$ cat src/rtl/pipe_stage_skid.sv
// -----------------------------------------------------------------------------
// pipe_stage_skid
//
// Parametrised pipeline-stage register placed between two MIPS pipeline stages
// (IF/ID, ID/EX, EX/MEM, MEM/WB). It moves a DATA_W-bit datapath bundle and a
// CTRL_W-bit control bundle across the stage boundary with a valid/ready
// handshake. A two-entry skid buffer (main slot + skid slot) lets in_ready be
// decoded purely from registered state, so there is no combinational path
// from out_ready or in_valid to in_ready.
//
// Handshake: a transfer happens on a rising CLK edge where valid and ready are
// both high on that side (in_fire = in_valid & in_ready, out_fire =
// out_valid & out_ready). A producer must hold valid and its payload stable
// until it sees ready; valid never depends on ready.
//
// Ports:
//   CLK         in   clock, rising edge
//   reset       in   synchronous active-high reset (beats flush and clr_cnt)
//   flush       in   drop every held and incoming entry this cycle
//   in_valid    in   upstream entry valid
//   in_ready    out  stage can accept an entry (registered-state decode)
//   in_data     in   upstream datapath bundle
//   in_ctrl     in   upstream control bundle
//   out_valid   out  downstream entry valid (main slot valid bit)
//   out_ready   in   downstream accepts entry
//   out_data    out  main slot datapath register
//   out_ctrl    out  main slot control register, 0 when out_valid = 0
//   stall_cnt   out  saturating count of cycles with out_valid & !out_ready
//   clr_cnt     in   synchronous clear of stall_cnt (beats increment)
//   dbg_state_o out  current occupancy state (EMPTY/ONE/TWO) for observation
// -----------------------------------------------------------------------------
module pipe_stage_skid #(
   parameter int DATA_W = 69,
   parameter int CTRL_W = 2,
   parameter int CNT_W  = 16
) (
   input  logic              CLK,
   input  logic              reset,
   input  logic              flush,
   input  logic              in_valid,
   output logic              in_ready,
   input  logic [DATA_W-1:0] in_data,
   input  logic [CTRL_W-1:0] in_ctrl,
   output logic              out_valid,
   input  logic              out_ready,
   output logic [DATA_W-1:0] out_data,
   output logic [CTRL_W-1:0] out_ctrl,
   output logic [CNT_W-1:0]  stall_cnt,
   input  logic              clr_cnt,
   output logic [1:0]        dbg_state_o
);

   typedef enum logic [1:0] {
      S_EMPTY = 2'd0,
      S_ONE   = 2'd1,
      S_TWO   = 2'd2
   } state_t;

   localparam logic [CNT_W-1:0] CNT_MAX = '1;

   // Occupancy state and the two storage slots
   state_t              state_q,      state_d;
   logic [DATA_W-1:0]   main_data_q,  main_data_d;
   logic [CTRL_W-1:0]   main_ctrl_q,  main_ctrl_d;
   logic                main_valid_q, main_valid_d;
   logic [DATA_W-1:0]   skid_data_q,  skid_data_d;
   logic [CTRL_W-1:0]   skid_ctrl_q,  skid_ctrl_d;
   logic                skid_valid_q, skid_valid_d;
   logic [CNT_W-1:0]    stall_cnt_q,  stall_cnt_d;

   logic                in_fire;
   logic                out_fire;

   // in_ready only looks at the registered state: the skid slot absorbs the
   // one entry that may arrive in the same cycle downstream stalls.
   assign in_ready    = (state_q != S_TWO);
   assign in_fire     = in_valid & in_ready;
   assign out_fire    = main_valid_q & out_ready;

   // Outputs come straight from the main slot registers.
   assign out_valid   = main_valid_q;
   assign out_data    = main_data_q;
   assign out_ctrl    = main_ctrl_q;
   assign stall_cnt   = stall_cnt_q;
   assign dbg_state_o = state_q;

   // ---------------------------------------------------------------------------
   // Next-state and slot update logic
   // ---------------------------------------------------------------------------
   always_comb begin
      state_d      = state_q;
      main_data_d  = main_data_q;
      main_ctrl_d  = main_ctrl_q;
      main_valid_d = main_valid_q;
      skid_data_d  = skid_data_q;
      skid_ctrl_d  = skid_ctrl_q;
      skid_valid_d = skid_valid_q;

      case (state_q)
         S_EMPTY: begin
            if (in_fire) begin
               main_data_d  = in_data;
               main_ctrl_d  = in_ctrl;
               main_valid_d = 1'b1;
               state_d      = S_ONE;
            end
         end

         S_ONE: begin
            if (in_fire && out_fire) begin
               // Pass-through: the leaving entry is replaced in place.
               main_data_d = in_data;
               main_ctrl_d = in_ctrl;
            end else if (in_fire) begin
               // Downstream stalled: park the new entry behind the main slot.
               skid_data_d  = in_data;
               skid_ctrl_d  = in_ctrl;
               skid_valid_d = 1'b1;
               state_d      = S_TWO;
            end else if (out_fire) begin
               // Leave a bubble: ctrl is zeroed, datapath keeps stale bits.
               main_ctrl_d  = '0;
               main_valid_d = 1'b0;
               state_d      = S_EMPTY;
            end
         end

         S_TWO: begin
            // in_ready is low here, so in_valid cannot fire.
            if (out_fire) begin
               main_data_d  = skid_data_q;
               main_ctrl_d  = skid_ctrl_q;
               skid_ctrl_d  = '0;
               skid_valid_d = 1'b0;
               state_d      = S_ONE;
            end
         end

         default: begin
            // Unreachable encoding: recover to an empty stage.
            main_ctrl_d  = '0;
            main_valid_d = 1'b0;
            skid_ctrl_d  = '0;
            skid_valid_d = 1'b0;
            state_d      = S_EMPTY;
         end
      endcase

      // Flush wins over the normal update. Any entry that fired in this cycle
      // is discarded; one that left via out_fire was already taken downstream.
      if (flush) begin
         main_ctrl_d  = '0;
         main_valid_d = 1'b0;
         skid_ctrl_d  = '0;
         skid_valid_d = 1'b0;
         state_d      = S_EMPTY;
      end
   end

   // ---------------------------------------------------------------------------
   // Stall counter: saturating, clear beats increment, flush has no effect.
   // ---------------------------------------------------------------------------
   always_comb begin
      stall_cnt_d = stall_cnt_q;
      if (clr_cnt) begin
         stall_cnt_d = '0;
      end else if (main_valid_q && !out_ready && (stall_cnt_q != CNT_MAX)) begin
         stall_cnt_d = stall_cnt_q + 1'b1;
      end
   end

   // ---------------------------------------------------------------------------
   // State registers
   // ---------------------------------------------------------------------------
   always_ff @(posedge CLK) begin
      if (reset) begin
         state_q      <= S_EMPTY;
         main_data_q  <= '0;
         main_ctrl_q  <= '0;
         main_valid_q <= 1'b0;
         skid_data_q  <= '0;
         skid_ctrl_q  <= '0;
         skid_valid_q <= 1'b0;
         stall_cnt_q  <= '0;
      end else begin
         state_q      <= state_d;
         main_data_q  <= main_data_d;
         main_ctrl_q  <= main_ctrl_d;
         main_valid_q <= main_valid_d;
         skid_data_q  <= skid_data_d;
         skid_ctrl_q  <= skid_ctrl_d;
         skid_valid_q <= skid_valid_d;
         stall_cnt_q  <= stall_cnt_d;
      end
   end

endmodule
$ cat config.mk
export PLATFORM = sky130hd
export DESIGN_NAME = pipe_stage_skid
export DESIGN_NICKNAME = d
export VERILOG_FILES = /design/src/rtl/pipe_stage_skid.sv
export SDC_FILE = /design/constraint.sdc
export NUM_CORES = 1
export LEC_CHECK = 0
export ABC_AREA = 1
export CELL_PAD_IN_SITES_DETAIL_PLACEMENT = 0
export CELL_PAD_IN_SITES_GLOBAL_PLACEMENT = 1
export CORE_ASPECT_RATIO = 1.25
export CORE_MARGIN = 2
export CORE_UTILIZATION = 35
export CTS_CLUSTER_SIZE = 10
export DETAILED_ROUTE_END_ITERATION = 12
export HOLD_SLACK_MARGIN = 0.03
export PLACE_DENSITY = 0.78
export SYNTH_ARGS = -nofsm -noshare
export SYNTH_HDL_FRONTEND = slang
export SYNTH_SLANG_ARGS = --single-unit
$ cat constraint.sdc
create_clock -name CLK -period 2.07 [get_ports CLK]
set_input_delay 0.414 -clock CLK [delete_from_list [all_inputs] [get_ports CLK]]
set_output_delay 0.414 -clock CLK [all_outputs]
set_load 0.03 [all_outputs]
==> results.json, run 1 <==
{
  "cts_tree": "yes",
  "setup.worst_path.end_class": "primary output",
  "setup.worst_path.class": "register to primary output",
  "routed_wirelength_mm": 17.2,
  "die-area_um2": 20600,
  "synth_cells": 954,
  "crit_arrival_ns": 1.57,
  "grt_overflow": 0,
  "holdBufCountCts": 0,
  "htree_levels": 4,
  "worst_path_largest_cell_delay_ns": 0.71,
  "place_ws_ns": -0.0135,
  "clkPwrFrac_pct": 41.4,
  "slowest_stage": "clkdlybuf4s50_1",
  "antenna_found_initial": 0,
  "peakVddDrop_v": 0.000478,
  "syn_area_um2": 6800,
  "wl_per_cell_um": 12.8,
  "synth_area_per_cell_um2": 7.13,
  "p_leak_nw": 3.72,
  "yosysUniqueCellTypes": 26,
  "gp_congestion": 0.784,
  "comb_power_share_pct": 16.4,
  "drcViolationCount": 0,
  "cap_violations": 0,
  "vias_per_cell": 4.65,
  "dp_hpwl_mm": 11.7,
  "total_power_w": 0.00802,
  "grt_start_max_net_pins": 67,
  "r2r_start": "stall_cnt[1]",
  "synth_top_area_share_pct": 47.4,
  "yosys_warnings": 0,
  "relSlewSlack_pct": 72.0,
  "status": "finished clean",
  "worstPathMaxFanout": 6,
  "drive_gt1_share_pct": 7.45,
  "start_util_pct": 35.3,
  "final-seq-area_um2": 3220,
  "cp_num_buf_inv": 1,
  "yosysTopAreaCell": "dfxtp_1",
  "via_count": 6277,
  "holdPathEnd": "skid_data_q[20]",
  "reg2reg_depth": 7,
  "tightestPinTransition_ns": 0.419,
  "layout_setup_ws_ns": 0.0870,
  "root_buffer": "clkbuf_16",
  "hp-class": "register to register",
  "worstSkewPairLatency_ns": 0.42,
  "fin_util_pct": 48.7,
  "ios": 168,
  "period_share_pct": 95.8,
  "dieHeight_um": 160,
  "min_period_ns": 1.98,
  "firstDrtPassIters": 5,
  "hold_viol_final": 0,
  "numCtsBuffers": 17,
  "clock_path_buffers": 2,
  "grt_setup_unrepaired": "no",
  "drv_slew": 0,
  "finalSetupViolCount": 0,
  "yosysSeqAreaShare_pct": 47.4,
  "syn_nets": 1032,
  "die_w_um": 129,
  "min_path_cells": 2,
  "fmax_ghz": 0.504,
  "required_ns": 1.66,
  "ant_nets": 0,
  "skew_ns": 0.00661,
  "reg2reg_to": "stall_cnt[6]",
  "netSwitchingFraction_pct": 26.5,
  "r2r_setup_slack_ns": 0.39,
  "nets": 1179,
  "nFillCells": 1980,
  "multi_input_area_um2": 2900,
  "grt_first_pass_wirelength_mm": 28.5,
  "port_buffers": 167,
  "insertedDiodeCount": 0,
  "seqPwrFrac_pct": 42.2,
  "start_kind": "register",
  "coreArea_um2": 19300,
  "drtIter0Drc": 237,
  "crit_family": "buffers and inverters",
  "first_global_vias": 5698,
  "yosys-top-cells-area": "dfxtp_1 47%, o21ai_0 13%, nor2_1 8.7%",
  "ys_seq_elements": 161,
  "area_growth_pct": 37.8,
  "clk_pin_slew_ns": 0.06,
  "grt_use_total_pct": 17.3,
  "clock-sinks": 161,
  "netSwitchingPower_w": 0.00212,
  "powerDensity_nw_per_um2": 856,
  "rows": 57,
  "path_cells": "clkdlybuf4s50_1",
  "min-delay-start": "skid_data_q[20]",
  "p_int_w": 0.00590
}
power groups by stage:
stage / Combinational (W) / Clock [W] / Sequential [W]
2_1_floorplan: 0.000482 / 0 / 0.00371
3_3_place_gp: 0.00132 / 0 / 0.00346
3_5_place_dp: 0.00133 / 0 / 0.00346
4_1_cts: 0.00133 / 0.00342 / 0.00339
5_1_grt: 0.00144 / 0.00355 / 0.00341
6_report: 0.00131 / 0.00332 / 0.00339
layer usage:
layer	vias up	track usage [%]	routed length (um)
met4	0	4.74	166
met5	-	0	0
met2	109	29.8	8550
met3	13	4.59	748
li1	3367	-	-
met1	2788	21.3	7780
cell type report:
cell class                      count  area share, %
Tap cell                          236           3.15
Sequential cell                   161           34.4
Timing Repair Buffer              188           20.8
Clock buffer                       21           5.13
Clock inverter                     11           1.60
Inverter                           98           4.02
Multi-Input combinational cell    635           31.0
layout by cell type (no fill, tap or decap), types with 2 or more instances in the layout:
| master | Yosys | final |
|---|---|---|
| a21oi_1 | 87 | 87 |
| buf_12 | 0 | 9 |
| buf_4 | 1 | 13 |
| bufinv_16 | 0 | 3 |
| clkbuf_16 | 0 | 17 |
| clkbuf_8 | 0 | 4 |
| clkdlybuf4s50_1 | 0 | 164 |
| clkinv_2 | 0 | 3 |
| clkinvlp_4 | 0 | 2 |
| dfxtp_1 | 161 | 161 |
| dlymetal6s2s_1 | 0 | 2 |
| inv_1 | 90 | 89 |
| inv_2 | 7 | 5 |
| inv_6 | 0 | 4 |
| nand2_1 | 134 | 134 |
| nand2_2 | 3 | 3 |
| nand3_1 | 14 | 14 |
| nand4_1 | 4 | 4 |
| nor2_1 | 157 | 157 |
| nor2_2 | 14 | 13 |
| nor2_4 | 1 | 2 |
| o21ai_0 | 171 | 171 |
| o21ai_1 | 39 | 39 |
| xnor2_1 | 2 | 2 |
| xor2_1 | 4 | 4 |
cell families after synthesis:
logic type / after synthesis / share of synthesized area (%)
AND/OR/NAND/NOR: 329 / 19.5
AO/OA/AOI/OAI: 299 / 22.1
XOR/XNOR: 6 / 0.773
adder cells (fa/ha/maj): 1 / 0.184
flip-flops: 161 / 47.4
buffers and inverters: 158 / 10.0
cell usage after synthesis:
library cell and number:
nand2_1 134, o21ai_2 1, o211ai_1 1, nand2_4 1, clkbuf_1 23, xor2_1 4
o21ai_1 39, buf_6 5, nand3_1 14, nor2_1 157, a21oi_1 87, buf_4 1
nand4_1 4, nor2_4 1, buf_2 30, inv_1 90, ha_1 1, xnor2_1 2
nand2_2 3, nor2_2 14, dfxtp_1 161, nand3b_2 1, clkinv_1 1, buf_8 1
inv_2 7, o21ai_0 171
worst max-delay path by stage:
stage                                end  slack [ns]  cells past startpoint      startpoint
final                      stall_cnt[11]        0.09                      1   stall_cnt[11]
after global placement       out_data[3]        0.02                      9       out_ready
after CTS                 dbg_state_o[0]        0.01                      1  dbg_state_o[0]
after floorplan             stall_cnt[1]        0.36                      9    stall_cnt[0]
after global routing       stall_cnt[11]       0.009                      1   stall_cnt[11]
after detailed placement    out_data[21]       -0.01                      9       out_ready
repair_timing:
| action | in CTS | in global routing |
|---|---|---|
| resized for setup | 1 | 3 |
| endpoints found under the hold margin | 0 | 0 |
| pin swaps | 0 | 0 |
| setup endpoints to repair | 1 | 3 |
| buffers inserted | 0 | 0 |
per-stage QoR:
step / hold WS [ns] / setup TNS (ns) / area (um2) / instances
floorplan: 0.425 / 0 / 6800 / 954
CTS: 0.446 / 0 / 9360 / 1350
global placement: 0.432 / 0 / 8730 / 1318
finish: 0.443 / 0 / 9370 / 1350
global route: 0.460 / 0 / 9370 / 1350
detailed placement: 0.437 / -0.0444 / 8730 / 1318
worst reg2reg max path: stages (launching register included):
cell and delay [ns]:
dfxtp_1 0.40, ha_1 0.23, nand2_1 0.07, nor2_1 0.13
nand2_1 0.13, o21ai_2 0.39, nand2_1 0.09, a21oi_1 0.15
sequential cells by signal, indices dropped and copies added, names as in the netlist:
| name | flops |
|---|---|
| dbg_state_o | 2 |
| out_ctrl | 2 |
| out_data | 69 |
| out_valid | 1 |
| skid_ctrl_q | 2 |
| skid_data_q | 69 |
| stall_cnt | 16 |
Power figures use the tool's default switching activity.
==> inputs of run 2 (changes only) <==
--- a/constraint.sdc
+++ b/constraint.sdc
@@ -3,2 +3,2 @@
 set_output_delay 0.414 -clock CLK [all_outputs]
-set_load 0.03 [all_outputs]
+set_load 0.05 [all_outputs]
==> run 2 against run 1 <==
Maximum frequency down 1.8%; sequential share of layout area down 0.12 points; highest routed layer unchanged; first-iteration DRC count up 29%; design area up 0.35%; critical endpoint is now out_data[33]; hold slack about the same; largest cell class unchanged; register-to-register slack worse by 0.02 ns; largest power group unchanged; count of clock-buffer cells in the layout unchanged.
==> results.json, run 2 (synthesis results as in run 1) <==
{
  "status": "finished clean",
  "clk_pin_slew_ns": 0.06,
  "min_period_ns": 2.02,
  "fin_setup_tns_ns": 0,
  "drive_gt1_share_pct": 8.06,
  "drtIter0Drc": 306,
  "grt_overflow": 0,
  "clock-sinks": 161,
  "crit_family": "buffers and inverters",
  "antenna_found_initial": 1,
  "routed_wirelength_mm": 17.3,
  "relSlewSlack_pct": 62.9,
  "gp_congestion": 0.774,
  "start_kind": "register",
  "first_global_vias": 5643,
  "min-delay-start": "skid_data_q[0]",
  "total_power_w": 0.00819,
  "grt_setup_unrepaired": "no",
  "port_buffers": 167,
  "cp_num_buf_inv": 1,
  "grt_first_pass_wirelength_mm": 28.0,
  "worstPathMaxFanout": 2,
  "min_path_cells": 2,
  "vias_per_cell": 4.65,
  "wl_per_cell_um": 12.7,
  "reg2reg_depth": 7,
  "slowest_stage": "clkdlybuf4s50_1",
  "cap_violations": 0,
  "holdPathEnd": "skid_data_q[0]",
  "path_cells": "clkdlybuf4s50_1",
  "worstSkewPairLatency_ns": 0.42,
  "final_cell_mix": "171 x o21ai_0, 161 x dfxtp_1, 157 x nor2_1",
  "die_w_um": 129,
  "r2r_setup_slack_ns": 0.37,
  "grt_use_total_pct": 17.0,
  "postCtsSetupBuffers": 0,
  "area_growth_pct": 38.2,
  "layout_commonest_cell": "o21ai_0",
  "numCtsBuffers": 17,
  "tightestPinTransition_ns": 0.554,
  "fmax_ghz": 0.495,
  "root_buffer": "clkbuf_16",
  "required_ns": 1.66,
  "layout_setup_ws_ns": 0.0510,
  "setup.worst_path.end_class": "primary output",
  "grt_start_max_net_pins": 47,
  "nets": 1182,
  "cts_tree": "yes",
  "p_leak_nw": 3.81,
  "htree_levels": 4,
  "drcViolationCount": 0,
  "coreArea_um2": 19300,
  "setup.worst_path.class": "register to primary output",
  "drv_slew": 0,
  "r2r_start": "stall_cnt[0]",
  "holdWs_ns": 0.443,
  "finalSetupViolCount": 0,
  "multi_input_area_um2": 2900,
  "die-area_um2": 20600,
  "place_ws_ns": -0.00593,
  "dieHeight_um": 160,
  "powerDensity_nw_per_um2": 871,
  "hold_viol_final": 0,
  "crit_arrival_ns": 1.60,
  "via_count": 6298,
  "nFillCells": 1952,
  "period_share_pct": 97.5,
  "hp-class": "register to register",
  "reg2reg_to": "stall_cnt[5]",
  "firstDrtPassIters": 4,
  "peakVddDrop_v": 0.000533,
  "dp_hpwl_mm": 12.0,
  "worst_path_largest_cell_delay_ns": 0.82,
  "final-seq-area_um2": 3220,
  "clock_path_buffers": 2,
  "skew_ns": 0.00833,
  "ant_nets": 0,
  "start_util_pct": 35.3,
  "ios": 168,
  "fin_util_pct": 48.8,
  "holdBufCountCts": 0,
  "rows": 57
}
==> run 2: worst max-delay path by stage <==
stage                       from           end  slack (ns)  depth (start not counted)
floorplan           stall_cnt[0]  stall_cnt[1]        0.19                          9
global placement       out_ready  out_data[33]       0.004                          8
detailed placement     out_ready  out_data[33]      -0.006                          8
CTS                 stall_cnt[1]  stall_cnt[1]       0.005                          1
global route         out_data[2]   out_data[2]       0.004                          1
finish              out_data[33]  out_data[33]        0.05                          1
==> run 2: layer usage <==
metal / up-vias / track usage [%] / routed length, um
met5: - / 0 / 0
met4: 0 / 5.58 / 291
met3: 17 / 4.46 / 711
met2: 120 / 29.2 / 8470
met1: 2796 / 20.6 / 7780
li1: 3365 / - / -
==> run 2: where the power goes <==
part	leakage [nW]	switching, W	internal (W)	total, W
logic	2.19	0.000943	0.000570	0.00151
registers	1.32	0.0000989	0.00329	0.00339
clock network	0.301	0.00128	0.00201	0.00328
total	3.81	0.00232	0.00587	0.00819
==> run 2: repair_timing <==
action | 4_1_cts | 5_1_grt
endpoints found under the setup margin | 15 | 2
gates resized for setup | 15 | 2
pin swaps | 0 | 0
==> run 2: area by class of cell <==
type,instances,share of cell area [%]
sequential,161,34.3
antenna,1,0.0266
tap,236,3.14
clock buffer,21,5.00
inverter,98,4.01
clock inverter,11,1.60
multi-input combinational,635,30.8
timing repair buffer,191,21.1
==> run 2: metrics by stage <==
stage,cell area (um2),instances
final,9400,1354
after global routing,9400,1354
after CTS,9390,1353
after detailed placement,8790,1321
after global placement,8790,1321
after floorplan,6800,954
